`src/rtl/matinv_job_sequencer.sv`:
```
// -----------------------------------------------------------------------------
// matinv_job_sequencer
//
// Top-level controller for the 3x3 matrix-inversion output path. It accepts a
// job request, starts the inversion core, waits for it, latches the nine
// 16-bit inverse results into the holding register, then holds the serializer
// start until every byte has been shifted out. It reports success or error
// and counts successful jobs.
//
// Optional feature macro: MATINV_SEQ_WATCHDOG_EN
//   When defined, a per-wait-state watchdog bounds INV_WAIT and SER_WAIT to
//   TIMEOUT_CYCLES cycles and reports a timeout through err_code. When
//   undefined, there is no counter and the waits are unbounded.
//
// Ports:
//   clk          in   system clock, rising edge
//   rst          in   asynchronous active-low reset
//   req          in   job request (level), sampled only in IDLE
//   ack          out  one-cycle pulse when req is accepted
//   busy         out  high in every state except IDLE
//   inv_start    out  one-cycle start pulse to the inversion core
//   inv_done     in   inversion complete (pulse or level)
//   inv_singular in   determinant zero, qualified by inv_done
//   latch_en     out  one-cycle capture enable for out_inv11..out_inv33
//   ser_start    out  serializer start, high for every SER_WAIT cycle
//   ser_done     in   serializer finished all 18 bytes
//   job_done     out  one-cycle pulse on successful completion
//   job_err      out  one-cycle pulse on error completion
//   err_code     out  00 none, 01 singular, 10 inv timeout, 11 ser timeout
//   job_count    out  successful jobs, wraps after all-ones
//   state_dbg    out  current FSM state, for observation only
//
// Handshakes: req/ack is a level request with a one-cycle acceptance pulse
// (ack is high in the same cycle that req is seen in IDLE); inv_start and
// inv_done/ser_start and ser_done are start/complete pairs where the done
// input is only looked at while the FSM is waiting for it.
// -----------------------------------------------------------------------------
module matinv_job_sequencer #(
    parameter int JOB_CNT_W      = 8,
    parameter int TIMEOUT_CYCLES = 1024,
    parameter int TO_CNT_W       = 16
) (
    input  logic                 clk,
    input  logic                 rst,
    input  logic                 req,
    output logic                 ack,
    output logic                 busy,
    output logic                 inv_start,
    input  logic                 inv_done,
    input  logic                 inv_singular,
    output logic                 latch_en,
    output logic                 ser_start,
    input  logic                 ser_done,
    output logic                 job_done,
    output logic                 job_err,
    output logic [1:0]           err_code,
    output logic [JOB_CNT_W-1:0] job_count,
    output logic [2:0]           state_dbg
);

    typedef enum logic [2:0] {
        S_IDLE     = 3'd0,
        S_INV_GO   = 3'd1,
        S_INV_WAIT = 3'd2,
        S_LATCH    = 3'd3,
        S_SER_WAIT = 3'd4,
        S_DONE     = 3'd5,
        S_ERR      = 3'd6
    } state_t;

    localparam logic [1:0] ERR_NONE     = 2'b00;
    localparam logic [1:0] ERR_SINGULAR = 2'b01;
    localparam logic [1:0] ERR_INV_TO   = 2'b10;
    localparam logic [1:0] ERR_SER_TO   = 2'b11;

    state_t     state;
    state_t     state_nxt;
    logic [1:0] err_nxt;
    logic       to_hit;

`ifdef MATINV_SEQ_WATCHDOG_EN
    logic [TO_CNT_W-1:0] to_cnt;

    // Counter sits at zero outside the wait states, so the first cycle of
    // either wait state always sees 0 and the counter restarts per state.
    always_ff @(posedge clk or negedge rst) begin
        if (!rst) begin
            to_cnt <= '0;
        end else if (state == S_INV_WAIT || state == S_SER_WAIT) begin
            to_cnt <= to_cnt + 1'b1;
        end else begin
            to_cnt <= '0;
        end
    end

    assign to_hit = (to_cnt == TO_CNT_W'(TIMEOUT_CYCLES - 1));
`else
    assign to_hit = 1'b0;
`endif

    always_ff @(posedge clk or negedge rst) begin
        if (!rst) begin
            state     <= S_IDLE;
            err_code  <= ERR_NONE;
            job_count <= '0;
        end else begin
            state    <= state_nxt;
            err_code <= err_nxt;
            if (state == S_DONE) begin
                job_count <= job_count + 1'b1;
            end
        end
    end

    always_comb begin
        state_nxt = state;
        err_nxt   = err_code;
        ack       = 1'b0;
        inv_start = 1'b0;
        latch_en  = 1'b0;
        ser_start = 1'b0;
        job_done  = 1'b0;
        job_err   = 1'b0;
        busy      = (state != S_IDLE);

        case (state)
            S_IDLE: begin
                if (req) begin
                    state_nxt = S_INV_GO;
                    // ack is combinational from req; gating with rst keeps it
                    // low while reset is held even if req is already high.
                    ack       = rst;
                    err_nxt   = ERR_NONE;
                end
            end
            S_INV_GO: begin
                inv_start = 1'b1;
                state_nxt = S_INV_WAIT;
            end
            S_INV_WAIT: begin
                // A done arriving on the terminal-count cycle takes priority.
                if (inv_done) begin
                    if (inv_singular) begin
                        state_nxt = S_ERR;
                        err_nxt   = ERR_SINGULAR;
                    end else begin
                        state_nxt = S_LATCH;
                    end
                end else if (to_hit) begin
                    state_nxt = S_ERR;
                    err_nxt   = ERR_INV_TO;
                end
            end
            S_LATCH: begin
                latch_en  = 1'b1;
                state_nxt = S_SER_WAIT;
            end
            S_SER_WAIT: begin
                ser_start = 1'b1;
                if (ser_done) begin
                    state_nxt = S_DONE;
                end else if (to_hit) begin
                    state_nxt = S_ERR;
                    err_nxt   = ERR_SER_TO;
                end
            end
            S_DONE: begin
                job_done  = 1'b1;
                state_nxt = S_IDLE;
            end
            S_ERR: begin
                job_err   = 1'b1;
                state_nxt = S_IDLE;
            end
            default: begin
                state_nxt = S_IDLE;
            end
        endcase
    end

    assign state_dbg = state;

endmodule
```
`config.mk`:
```
export PLATFORM = sky130hd
export DESIGN_NAME = matinv_job_sequencer
export DESIGN_NICKNAME = d
export VERILOG_FILES = /design/src/rtl/matinv_job_sequencer.sv
export SDC_FILE = /design/constraint.sdc
export NUM_CORES = 1
export LEC_CHECK = 0
export CAP_MARGIN = 40
export CORE_ASPECT_RATIO = 1.25
export CORE_MARGIN = 1
export CORE_UTILIZATION = 30
export CTS_CLUSTER_SIZE = 8
export DETAILED_ROUTE_END_ITERATION = 7
export HOLD_SLACK_MARGIN = 0.03
export SLEW_MARGIN = 20
export SYNTH_ARGS = -nofsm -noshare
export SYNTH_HDL_FRONTEND = slang
export SYNTH_SLANG_ARGS = --single-unit
```
`constraint.sdc`:
```
create_clock -name clk -period 1.55 [get_ports clk]
set_clock_uncertainty 0.2 [all_clocks]
set_input_delay 0.31 -clock clk [delete_from_list [all_inputs] [get_ports clk]]
set_output_delay 0.31 -clock clk [all_outputs]
set_load 0.02 [all_outputs]
```
==> metrics.txt <==
run status=finished, violations left; failing checks=DRC, setup timing; Tot Pwr=1.966 mW; CP Launch Point=state_dbg[0]; row cnt=18; Syn Std Cell Area=643.1 um2; IO Port Bufs=24; layout cell share with drive strength beyond 1=50.00%; setup TNS=-1.206 ns; fin util=55.87%; area of the multi-input gates=349.1 um2; Root Driver=clkbuf_4; Crit Reg-Reg Startpoint=state_dbg[0]; sequential area share after synthesis=46.69%; number of top-level pins=26; Placer Congestion=0.7521; DR pass1 iterations=6; ANT nets after route=0; Syn Inst Count=59; dpl hpwl=1144 um; Synth-to-Final Area Change=74.12%; Comb pwr share=63.3%; cts bufs inserted=3; Crit Path Class=reg -> out; Req. time, crit path=1.04 ns; Max Clk Rate=558.6 MHz; post-layout net count=112; Ys Warns=0; first-pass GRT wire length=2442 um; Internal=1.183 mW; crit path max fanout=2; Clock Latency Late Sink=0.27 ns; DRT iter0 DRCs=10; Die Footprint=2334 um2; max-slew violations=0; CTS Hold Bufs=0; reg2reg path depth=7; WHS=0.2019 ns; clock sinks=12; VDD IR max=855.0 uV; Wirelength per Cell=13.02 um; final WL=1615 um; Fin. Hold Viols=0; unique cell type count in the Yosys netlist=27; fin crit period=1.790 ns; Post-route DRC=6; Ant. Diodes=0; CP endpoint kind=output port; Psw=0.7824 mW; largest net degree at the start of global routing=13; total gr overflow=0; dpl ws=-0.5905 ns; antenna violations before repair=0; final setup violation count=8; Die Y=53.77 um; Core Area=2004 um2; startpoint type of the worst setup path=flip-flop; number of global-route vias before repair=543; sw frac=39.80%; part of the power in registers=24.4%; Via-to-Cell Ratio=4.718; pwr/cell area=1756 nW/um2; clk buf depth=2; Die X=43.41 um; TritonCTS clock tree=done; setup ws final=-0.2401 ns; Initial Util=32.08%; Avg Cell Area, Syn=10.90 um2; RSZ-0062 raised after global routing=yes; clock slew at reported path FFs=0.08 ns; worst hold path class=in -> async; GRT Util Overall=14.63%; FILL cells=184; H-tree depth=1; Arrival @ worst endpoint=1.28 ns; clock share of power=12.3%; routed via count=585; maxcap violations=0; P_leak=0.6104 nW; Synth Net Count=66; period utilization=115.5%; Synth Register Bits=12; storage element area=302.8 um2
[what timing repair did]
| item | in CTS | in global routing |
|---|---|---|
| gates resized for setup | 65 | 13 |
| gates cloned | 1 | 0 |
| endpoints found under the setup margin | 19 | 15 |
| buffers inserted | 4 | 2 |
| pin swaps | 0 | 4 |
[per-layer routing]
metal | up-vias | global-route usage [%] | wire length [um]
li1 | 286 | - | -
met2 | 22 | 27.02 | 830
met1 | 275 | 16.21 | 664
met5 | - | 0 | 0
met4 | 0 | 6.250 | 12
met3 | 2 | 3.020 | 107
[cell usage in the layout (no fill, tap or decap)]
master           netlist  routed
inv_6                  0       1
xor2_1                 4       4
nand4_1                1       1
buf_4                  3      19
xnor2_1                4       4
and3_4                 0       1
conb_1                 1       1
mux2_2                 1       1
clkdlybuf4s15_1        0       2
mux2i_1                1       1
clkbuf_4               0       3
nand2b_4               1       1
dlygate4sd2_1          0       7
a21oi_1                1       1
a22o_1                 1       1
buf_6                  1       9
nand2_1                3       3
nor2_4                 0       3
buf_2                  0       3
clkbuf_8               0       1
or3_4                  0       1
clkdlybuf4s50_1        0       5
nand3b_4               1       1
a31o_2                 1       1
dfrtp_2                0       2
nor3b_2                0       1
nor3_2                 2       2
nor3_4                 0       1
ha_1                   1       1
o32a_1                 1       1
nand3_1                3       3
nor2_2                 0       1
and3_1                 2       1
o21bai_1               1       1
inv_1                  3       2
and4b_1                1       1
nor2_1                 6       2
dfrtp_1               12      10
[synthesized netlist by cell type]
cell / count / area, um2
and4b_1: 1 / 10.01
dfrtp_1: 12 / 300.3
inv_1: 3 / 11.26
and3_1: 2 / 12.51
a31o_2: 1 / 8.760
buf_4: 3 / 22.52
xnor2_1: 4 / 35.03
ha_1: 1 / 12.51
nand4_1: 1 / 6.260
a22o_1: 1 / 8.760
or3_1: 1 / 6.260
o21bai_1: 1 / 7.510
mux2i_1: 1 / 10.01
buf_6: 1 / 11.26
o32a_1: 1 / 10.01
nand2b_4: 1 / 13.76
nand2_1: 3 / 11.26
nor2_1: 6 / 22.52
nand3b_4: 1 / 20.02
a21oi_1: 1 / 5.000
xor2_1: 4 / 35.03
nor3b_1: 1 / 7.510
mux2_2: 1 / 11.26
conb_1: 1 / 3.750
nand3_1: 3 / 15.01
nor3_1: 1 / 5.000
nor3_2: 2 / 20.02
[worst paths after layout]
kind / endpoint / slack, ns
worst max register to register: err_code[0] / 0.01
worst min-delay path: job_count[5] / 0.20
max in group asynchronous: state_dbg[1] / 0.78
min in group clk: job_count[7] / 0.27
worst max-delay path: ack / -0.24
worst min register to register: job_count[7] / 0.27
[logic make-up after synthesis]
family	after synthesis	synth area share (%)
AND/OR/NAND/NOR	23	23.35
buffers and inverters	7	7.003
adder cells (fa/ha/maj)	1	1.945
AO/OA/AOI/OAI	5	6.226
other	1	0.5831
multiplexers	2	3.307
XOR/XNOR	8	10.89
flip-flops	12	46.69
[per-stage QoR]
stage / std cells / instance area (um2)
3_3_place_gp: 114 / 1015
2_1_floorplan: 59 / 670.6
6_report: 124 / 1120
5_1_grt: 124 / 1120
3_5_place_dp: 114 / 1015
4_1_cts: 123 / 1072
[sequential cells by signal, indices dropped and copies added, names as in the netlist]
| signal | cells |
|---|---|
| state_dbg | 3 |
| err_code | 1 |
| job_count | 8 |
[final cells by class]
| class | instances | area share [%] |
|---|---|---|
| Timing Repair Buffer | 45 | 34.86 |
| Multi-Input combinational cell | 40 | 31.17 |
| Sequential cell | 12 | 27.04 |
| Clock buffer | 4 | 3.240 |
| Tap cell | 20 | 2.235 |
| Inverter | 3 | 1.453 |
[power groups by stage]
stage | clock [mW] | combinational, mW | sequential (mW)
3_5_place_dp | 0 | 1.11 | 0.478
2_1_floorplan | 0 | 0.525 | 0.594
4_1_cts | 0.251 | 1.16 | 0.476
6_report | 0.242 | 1.24 | 0.480
5_1_grt | 0.263 | 1.33 | 0.492
3_3_place_gp | 0 | 1.10 | 0.472
[worst max-delay path, stage by stage (launching register included)]
cell     delay [ns]
dfrtp_2        0.42
or3_4          0.39
nor2_4         0.09
buf_6          0.12
(Power assumes the default switching activity.)
